File: src/rtl/stop_watch_ctrl_if.sv
// Button/counter/display bundle between the board side and the stopwatch control sequencer.
// master = board/datapath side, slave = stop_watch_ctrl.
interface stop_watch_ctrl_if;
  logic [1:0]  btn;
  logic [15:0] cur_value;
  logic        run_en;
  logic        cnt_clear;
  logic [15:0] disp_value;
  logic        lap_active;
  logic [1:0]  state;

  modport master (
    output btn,
    output cur_value,
    input  run_en,
    input  cnt_clear,
    input  disp_value,
    input  lap_active,
    input  state
  );

  modport slave (
    input  btn,
    input  cur_value,
    output run_en,
    output cnt_clear,
    output disp_value,
    output lap_active,
    output state
  );
endinterface

File: src/rtl/stop_watch_ctrl.sv
// Stopwatch control: button debounce, IDLE/RUN/LAP/PAUSE sequencing, count enable/clear and lap display select.
// Optional long-press clear on btn[1] is enabled by defining BTN_HOLD_CLEAR_EN.
module stop_watch_ctrl #(
  parameter int DEB_TICKS    = 100000,
  parameter int DEB_SAMPLES  = 4,
  parameter int HOLD_SAMPLES = 1000
) (
  input  logic              clk,
  input  logic              reset_p,
  stop_watch_ctrl_if.slave  bus
);

  typedef enum logic [1:0] {
    IDLE  = 2'b00,
    RUN   = 2'b01,
    LAP   = 2'b10,
    PAUSE = 2'b11
  } state_t;

  localparam int TICK_W = (DEB_TICKS > 1) ? $clog2(DEB_TICKS) : 1;
  localparam logic [TICK_W-1:0] TICK_LAST = TICK_W'(DEB_TICKS - 1);

  if (DEB_TICKS < 1 || DEB_SAMPLES < 2 || HOLD_SAMPLES < 1) begin : g_param_check
    $error("stop_watch_ctrl: DEB_TICKS>=1, DEB_SAMPLES>=2 and HOLD_SAMPLES>=1 are required");
  end

  logic [1:0]                    btn_meta;
  logic [1:0]                    btn_sync;
  logic [TICK_W-1:0]             tick_cnt;
  logic                          sample_tick;
  logic [1:0][DEB_SAMPLES-1:0]   deb_shift;
  logic [1:0][DEB_SAMPLES-1:0]   shift_next;
  logic [1:0]                    deb_level;
  logic [1:0]                    deb_prev;
  logic [1:0]                    press;
  logic                          hold_fire;

  state_t       state_q;
  logic [15:0]  lap_reg;

  always_ff @(posedge clk) begin
    if (reset_p) begin
      btn_meta <= '0;
      btn_sync <= '0;
      tick_cnt <= '0;
    end else begin
      btn_meta <= bus.btn;
      btn_sync <= btn_meta;
      tick_cnt <= sample_tick ? '0 : tick_cnt + 1'b1;
    end
  end

  assign sample_tick = (tick_cnt == TICK_LAST);

  always_comb begin
    shift_next = deb_shift;
    for (int b = 0; b < 2; b++) begin
      shift_next[b] = {deb_shift[b][DEB_SAMPLES-2:0], btn_sync[b]};
    end
  end

  // The level only moves once the whole sample window agrees, so short bounces never reach the FSM.
  always_ff @(posedge clk) begin
    if (reset_p) begin
      deb_shift <= '0;
      deb_level <= '0;
      deb_prev  <= '0;
    end else begin
      deb_prev <= deb_level;
      if (sample_tick) begin
        deb_shift <= shift_next;
        for (int b = 0; b < 2; b++) begin
          if (&shift_next[b]) begin
            deb_level[b] <= 1'b1;
          end else if (~|shift_next[b]) begin
            deb_level[b] <= 1'b0;
          end
        end
      end
    end
  end

  assign press = deb_level & ~deb_prev;

`ifdef BTN_HOLD_CLEAR_EN
  localparam int HOLD_W = $clog2(HOLD_SAMPLES + 1);

  logic [HOLD_W-1:0] hold_cnt;
  logic              hold_armed;

  // Fires once per continuous hold; a release is needed before it can fire again.
  assign hold_fire = sample_tick && deb_level[1] && hold_armed &&
                     (hold_cnt == HOLD_W'(HOLD_SAMPLES - 1));

  always_ff @(posedge clk) begin
    if (reset_p) begin
      hold_cnt   <= '0;
      hold_armed <= 1'b1;
    end else if (!deb_level[1]) begin
      hold_cnt   <= '0;
      hold_armed <= 1'b1;
    end else if (hold_fire) begin
      hold_armed <= 1'b0;
    end else if (sample_tick && hold_armed) begin
      hold_cnt <= hold_cnt + 1'b1;
    end
  end
`else
  assign hold_fire = 1'b0;
`endif

  // Outputs are registered alongside the state so disp_value/lap_active always agree with the new state.
  always_ff @(posedge clk) begin
    if (reset_p) begin
      state_q        <= IDLE;
      lap_reg        <= '0;
      bus.run_en     <= 1'b0;
      bus.cnt_clear  <= 1'b0;
      bus.disp_value <= '0;
      bus.lap_active <= 1'b0;
    end else begin
      bus.cnt_clear  <= 1'b0;
      bus.disp_value <= bus.cur_value;
      bus.lap_active <= 1'b0;
      case (state_q)
        IDLE: begin
          if (press[0]) begin
            state_q    <= RUN;
            bus.run_en <= 1'b1;
          end
        end
        RUN: begin
          if (press[0]) begin
            state_q    <= PAUSE;
            bus.run_en <= 1'b0;
          end else if (press[1]) begin
            state_q        <= LAP;
            lap_reg        <= bus.cur_value;
            bus.lap_active <= 1'b1;
          end
        end
        LAP: begin
          if (press[0]) begin
            state_q    <= PAUSE;
            bus.run_en <= 1'b0;
          end else if (!press[1]) begin
            bus.disp_value <= lap_reg;
            bus.lap_active <= 1'b1;
          end else begin
            state_q <= RUN;
          end
        end
        PAUSE: begin
          if (press[0]) begin
            state_q    <= RUN;
            bus.run_en <= 1'b1;
          end else if (press[1]) begin
            state_q       <= IDLE;
            bus.cnt_clear <= 1'b1;
          end
        end
        default: begin
          state_q    <= IDLE;
          bus.run_en <= 1'b0;
        end
      endcase
      if (hold_fire) begin
        state_q        <= IDLE;
        bus.run_en     <= 1'b0;
        bus.cnt_clear  <= 1'b1;
        bus.disp_value <= bus.cur_value;
        bus.lap_active <= 1'b0;
      end
    end
  end

  assign bus.state = state_q;

endmodule

File: src/flat_wrapper.sv
// flat-port wrapper written by rule: the top's interface ports become plain ports
module stop_watch_ctrl_flat 
#(
  parameter int DEB_TICKS    = 100000,
  parameter int DEB_SAMPLES  = 4,
  parameter int HOLD_SAMPLES = 1000
)
  (clk, reset_p, bus_btn, bus_cur_value, bus_run_en, bus_cnt_clear, bus_disp_value, bus_lap_active, bus_state);
  stop_watch_ctrl_if bus_i ();
  input  logic clk;
  input  logic reset_p;
  input wire logic [$bits(bus_i.btn)-1:0] bus_btn;
  input wire logic [$bits(bus_i.cur_value)-1:0] bus_cur_value;
  output wire logic [$bits(bus_i.run_en)-1:0] bus_run_en;
  output wire logic [$bits(bus_i.cnt_clear)-1:0] bus_cnt_clear;
  output wire logic [$bits(bus_i.disp_value)-1:0] bus_disp_value;
  output wire logic [$bits(bus_i.lap_active)-1:0] bus_lap_active;
  output wire logic [$bits(bus_i.state)-1:0] bus_state;
  assign bus_i.btn = bus_btn;
  assign bus_i.cur_value = bus_cur_value;
  assign bus_run_en = bus_i.run_en;
  assign bus_cnt_clear = bus_i.cnt_clear;
  assign bus_disp_value = bus_i.disp_value;
  assign bus_lap_active = bus_i.lap_active;
  assign bus_state = bus_i.state;
  stop_watch_ctrl #(.DEB_TICKS(DEB_TICKS), .DEB_SAMPLES(DEB_SAMPLES), .HOLD_SAMPLES(HOLD_SAMPLES)) u_core (.clk(clk), .reset_p(reset_p), .bus(bus_i));
endmodule
File: config.mk
export PLATFORM = sky130hd
export DESIGN_NAME = stop_watch_ctrl_flat
export DESIGN_NICKNAME = d
export VERILOG_FILES = /design/src/rtl/stop_watch_ctrl_if.sv /design/src/rtl/stop_watch_ctrl.sv /design/src/flat_wrapper.sv
export SDC_FILE = /design/constraint.sdc
export NUM_CORES = 1
export LEC_CHECK = 0
export BUFFER_PORTS_ARGS = -buffer_cell sky130_fd_sc_hd__buf_2
export CORE_MARGIN = 8
export CORE_UTILIZATION = 40
export DETAILED_ROUTE_END_ITERATION = 16
export PLACE_DENSITY_LB_ADDON = 0.3
export SKIP_CTS_REPAIR_TIMING = 1
export SLEW_MARGIN = 25
export SYNTH_ARGS = -nofsm -noshare
export SYNTH_HDL_FRONTEND = slang
export SYNTH_SLANG_ARGS = --single-unit
File: constraint.sdc
create_clock -name clk -period 5.1 [get_ports clk]
set_clock_uncertainty 0.1 [all_clocks]
set_input_delay 0.51 -clock clk [delete_from_list [all_inputs] [get_ports clk]]
set_output_delay 0.51 -clock clk [all_outputs]
set_load 0.03 [all_outputs]
==> flow_summary.yaml, run 1 <==
global_routing:
  grt_util_met2_pct: 16.9
  grtUsageMet1_pct: 14.1
  track_usage_pct: 11.7
  grt_pass1_wl_microns: 9140
  use_met3_pct: 4.77
  gr-total-overflow: 0
  grt_pass1_vias: 1937
  grt_max_degree: 55
  antenna_found_initial: 0
  busiest_layer: "met2"
cells_and_area:
  drive_gt1_share_pct: 17.6
  largest_reg_flops: 17
  antenna_cells: 0
  area_growth_pct: 15.4
  stdcell_count: 418
  nets: 362
placement:
  dp.cells: 402
  hpwl_microns: 3510
  dp_slack_ps: 3060
  port_buffers: 40
  gp_congestion: 0.752
timing:
  worstMarginPinSlew_ps: 916
  fmax_mhz: 494
  relSlewSlack_pct: 39.0
  maxSlewViolCount: 0
  rsz0062_at_grt: "no"
  setup_viol: 0
  worst_hold_slack_ps: 269
  min_period_over_period_pct: 39.7
  hold_viol: 0
  post-route-min-period_ps: 2020
  setup-tns-final_ps: 0
  timing.final.ws_setup_ps: 3080
clock_tree:
  numCtsBuffers: 9
  clock_path_buffers: 2
  cts.clk_slew.worst_paths_ps: 70
  cts_tree: "done"
  clk_latency_ps: 350
  cts-root-buf: "clkbuf_8"
  htreeDepth: 3
  clock_sinks: 68
die:
  dieArea_sq_mm: 0.00950
  ios: 41
  fp-row-count: 29
  die_x_microns: 97.5
  initial_core_util_pct: 41.6
  coreArea_sq_mm: 0.00639
  chipHeight_microns: 97.5
yosys:
  synth-seq-cells: 68
  synth_ff_type: "dfxtp_1"
  avgSynthCellArea_sq_um: 8.82
  synth_warnings: 0
  synth_top_cell_area_share_pct: 51.3
  syn_inst: 301
  syn-cell-area_sq_mm: 0.00265
  yosysTopAreaCell: "dfxtp_1"
  synth_edf_count: 0
  ys_types: 40
  seq_area_frac_synth_pct: 51.3
  async_flop_share_pct: 0
  synthTopCellsByArea: "dfxtp_1 (51%), nand2_1 (9.6%), a21oi_1 (6.8%)"
  syn_nets: 327
routing:
  wl_per_cell_microns: 12.8
  viasPerCell: 4.97
  drt-total-wl_microns: 5350
  num_vias: 2079
  drc_errors: 0
  first_pass_iters: 4
  ant_nets: 0
  drtIter0Drc: 95
run:
  maxCapViolCount: 0
worst_setup_path:
  reg2reg_depth: 5
  arrival_ps: 2150
  end_kind: "register"
  path_class: "register to register"
  startpoint_type: "register"
  required_ps: 5230
  crit_fanout: 15
pwr:
  ir_worst_vdd_v: 0.000233
  p_per_area_mw_per_mm2: 354
  power.leakage_nw: 1.27
outcome:
  status: "finished clean"
worst_hold_path:
  holdCritPathClass: "input pin to register"
  whs_path_depth: 2
==> critical path, cell delays in order, from the launching register on <==
cell and delay, ps:
dfxtp_1 380, ha_1 220, and4_1 360, nand4_2 350, nand2b_2 400, nor2_1 90
==> cell usage in the layout, fill, tap and decap left out, drive strengths merged, types with 3 or more instances in the layout <==
cell type	n
xor2	6
o21ai	4
nand2	68
a21oi	36
inv	5
clkbuf	10
dfxtp	68
nor3	3
nand2b	4
buf	40
ha	6
nor2b	8
nand4	6
and3	3
nand3	9
mux2i	6
nor2	25
xnor2	7
and4	3
==> routing by layer <==
| metal | wire length, microns | vias up |
|---|---|---|
| li1 | - | 1083 |
| met1 | 2620 | 932 |
| met2 | 2300 | 55 |
| met3 | 332 | 9 |
| met4 | 93 | 0 |
| met5 | 0 | - |
==> stage by stage <==
step	cell area, sq um	utilization [%]	total power, W
after CTS	3060	48.0	0.00110
after floorplan	2650	-	0.000631
after global routing	3060	48.0	0.00113
after detailed placement	2870	45.0	0.000661
final	3060	48.0	0.00108
after global placement	2870	45.0	0.000659
==> where the power goes <==
group          switching, W  internal, W  total [W]  leakage, nW
sequential       0.00000763     0.000545   0.000553        0.554
combinational     0.0000639    0.0000314  0.0000953        0.627
clock              0.000209     0.000226   0.000435       0.0927
==> cell type report <==
type | instances | area [sq um]
Fill cell | 612 | 3320
Sequential cell | 68 | 1360
Multi-Input combinational cell | 213 | 1200
Timing Repair Buffer | 40 | 200
Clock buffer | 10 | 128
Tap cell | 77 | 96.3
Clock inverter | 6 | 63.8
Inverter | 4 | 15.0
==> final timing paths <==
check | startpoint | slack, ps | to
setup / recovery | u_core.tick_cnt[0] | 3080 | u_core.tick_cnt[6]
hold / removal | bus_btn[1] | 270 | u_core.btn_meta[1]
setup reg to reg | u_core.tick_cnt[0] | 3080 | u_core.tick_cnt[6]
hold reg to reg | u_core.btn_meta[0] | 340 | u_core.btn_sync[0]
==> synth_stat cells, drive strengths merged (2+ instances only) <==
library cell,instances
dfxtp,68
nand2,68
a21oi,36
nor2,25
clkbuf,10
nand3,9
nor2b,8
xnor2,7
buf,6
ha,6
mux2i,6
nand4,6
xor2,6
inv,4
nand2b,4
o21ai,4
and3,3
and4,3
nor3,3
nor4b,2
o31ai,2
o41ai,2
or3,2
or4,2
==> logic make-up (layout without fill, tap and decap cells) <==
group,after synthesis,count (layout),synth area share (%)
flops,68,68,51.3
fa+ha+maj,6,6,2.83
mux,6,6,2.26
buf+inv,20,60,3.54
compound gates,47,47,9.62
simple gates,141,141,26.2
xor+xnor,13,13,4.29
(Power assumes the default switching activity.)
==> inputs of run 2 (changes only) <==
ABC_AREA = 1   (was not set)
clock period = 1.74 ns   (was 5.1 ns; I/O delays follow)
==> run 2 against run 1 <==
The run now ends with negative hold slack left. First-iteration DRC count grew 1.1%. Wire length grew 14%. Final area grew 16%. Register-to-register slack lost 2900 ps. Synthesized cell count grew 28%. Setup slack lost 2900 ps. Core utilization grew 1.6 points. Sequential cell count is the same. Worst hold slack lost 300 ps. Global-route usage grew 0.82 points. Maximum frequency grew 27%. Critical path type unchanged. Largest cell class unchanged.
==> flow_summary.yaml, run 2 <==
timing:
  maxSlewViolCount: 0
  worstMarginPinSlew_ps: 367
  relSlewSlack_pct: 75.3
  timing.final.ws_setup_ps: 143
  setup-tns-final_ps: 0
  rsz0062_at_grt: "no"
  min_period_over_period_pct: 91.8
  post-route-min-period_ps: 1600
  hold_viol: 4
  worst_hold_slack_ps: -26.3
  setup_viol: 0
  fmax_mhz: 626
yosys:
  yosysMostFrequentCell: "nor2_1"
  syn_nets: 410
  ys_types: 30
  synth-seq-cells: 68
  synthTopCellsByArea: "dfxtp_1 (46%), nor2_1 (9.3%), nand2_1 (6.4%)"
  synth_ff_type: "dfxtp_1"
  async_flop_share_pct: 0
  synth_warnings: 0
  syn_inst: 384
  synth_common_cells: "nor2_1 (73), dfxtp_1 (68), nand2_1 (50)"
  avgSynthCellArea_sq_um: 7.63
  yosysTopAreaCell: "dfxtp_1"
  syn-cell-area_sq_mm: 0.00293
  synth_edf_count: 0
  synth_top_cell_area_share_pct: 46.4
  seq_area_frac_synth_pct: 46.4
die:
  chipHeight_microns: 102
  ios: 41
  initial_core_util_pct: 40.9
  dieArea_sq_mm: 0.0103
  coreArea_sq_mm: 0.00718
  die_x_microns: 102
  fp-row-count: 31
outcome:
  violations: "negative hold slack"
  status: "finished, violations left"
clock_tree:
  htreeDepth: 3
  clk_latency_ps: 330
  cts.clk_slew.worst_paths_ps: 80
  cts-root-buf: "clkbuf_8"
  numCtsBuffers: 9
  clock_sinks: 68
  cts_tree: "done"
  clock_path_buffers: 2
placement:
  dp.cells: 520
  placed_cell_area_sq_mm: 0.00326
  hpwl_microns: 4270
  dp_slack_ps: 16.6
  port_buffers: 40
  gp_congestion: 0.760
cells_and_area:
  final_cell_area_sq_mm: 0.00355
  area_growth_pct: 21.2
  stdcell_count: 547
  drive_gt1_share_pct: 21.2
  final_cell_mix: "nor2_1 (73), dfxtp_1 (68), nand2_1 (49)"
  nets: 469
  antenna_cells: 0
  final_common_cell: "nor2_1"
  largest_reg_flops: 17
worst_setup_path:
  slowest_stage: "dfxtp_1"
  critPathMaxStageDelay_ps: 370
  crit_family: "simple AND/OR/NAND/NOR gates"
  arrival_ps: 1710
  critPathBufInv: 2
  end_kind: "register"
  startpoint_type: "register"
  crit_fanout: 16
  cp_cell_sequence: "inv_2 > ha_2 > nand2_2 > nor2_4 > inv_4 > o21ai_0 > nor2_1"
  path_class: "register to register"
  required_ps: 1860
global_routing:
  gr-total-overflow: 0
  grt_pass1_wl_microns: 10500
  grt_max_degree: 23
  grt_pass1_vias: 2445
  antenna_found_initial: 0
  track_usage_pct: 12.5
pwr:
  p_per_area_mw_per_mm2: 898
  comb_power_share_pct: 11.9
  power_switching_share_pct: 27.2
  power.leakage_nw: 1.53
  design_power_total_w: 0.00319
  p_switching_w: 0.000868
  p_clk_share_pct: 36.3
  sequentialPowerShare_pct: 51.9
  p_int_w: 0.00232
  ir_worst_vdd_v: 0.000379
worst_hold_path:
  holdCritPathClass: "input pin to register"
routing:
  first_pass_iters: 4
  wl_per_cell_microns: 11.1
  drc_errors: 0
  viasPerCell: 4.61
  drtIter0Drc: 96
  drt-total-wl_microns: 6080
  ant_nets: 0
  num_vias: 2519
run:
  maxCapViolCount: 0
-- run 2: cell types whose count changed after synthesis, moves of 4 or more --
cell,delta
nand3_1,+9
inv_1,+36
nand2_1,-18
xnor2_1,-5
nor2_1,+48
nor2b_1,-8
inv_2,+8
o21ai_1,+21
nand2_2,+4
nand4_1,+9
clkbuf_1,-4
a21oi_1,-12
or2_2,+8
o21ai_0,+12
-- run 2: final timing paths --
| check | slack (ps) | to | cells after the start | start |
|---|---|---|---|---|
| setup / recovery | 140 | u_core.bus.disp_value[5] | 7 | u_core.bus.state[0] |
| hold / removal | -30 | u_core.lap_reg[9] | 3 | bus_cur_value[9] |
| hold reg to reg | 310 | u_core.btn_sync[0] | 2 | u_core.btn_meta[0] |
| setup reg to reg | 140 | u_core.bus.disp_value[5] | 7 | u_core.bus.state[0] |
-- run 2: cell families (layout without fill, tap and decap cells) --
kind of cell	Yosys count	count (layout)	share of synthesized area, %
AO/OA/AOI/OAI	62	62	10.7
flip-flops	68	68	46.4
buffers and inverters	58	121	7.90
AND/OR/NAND/NOR	180	181	29.3
adder cells (fa/ha/maj)	6	6	2.56
multiplexers	4	4	1.37
XOR/XNOR	6	6	1.79
-- run 2: final cells by class --
type,instances,area (sq um)
Clock buffer,10,138
Timing Repair Buffer,55,350
Clock inverter,6,40.0
Sequential cell,68,1360
Tap cell,99,124
Inverter,50,190
Multi-Input combinational cell,259,1350
Fill cell,704,3620
-- run 2: power groups by stage --
stage               Sequential, W  Clock, W  Combinational [W]
floorplan                 0.00175         0           0.000189
global placement          0.00169         0           0.000356
detailed placement        0.00169         0           0.000363
CTS                       0.00165   0.00119           0.000364
global route              0.00166   0.00128           0.000427
finish                    0.00166   0.00116           0.000379
-- run 2: metal layers --
layer | track usage [%] | routed length (microns)
met1 | 15.3 | 2950
met2 | 19.7 | 2780
met3 | 3.85 | 275
met4 | 5.73 | 80
met5 | 0 | 0
-- run 2: worst register-to-register path: stages (launching register included) --
cell and delay [ps]:
dfxtp_1 370, inv_2 110, ha_2 210, nand2_2 120
nor2_4 230, inv_4 120, o21ai_0 170, nor2_1 60
-- run 2: metrics by stage --
| step | utilization [%] | hold slack [ps] |
|---|---|---|
| final | 49.5 | -26.3 |
| after global routing | 49.5 | 7.28 |
| after CTS | 47.9 | -72.0 |
| after detailed placement | 45.5 | 281 |
| after global placement | 45.5 | 289 |
| after floorplan | - | 181 |
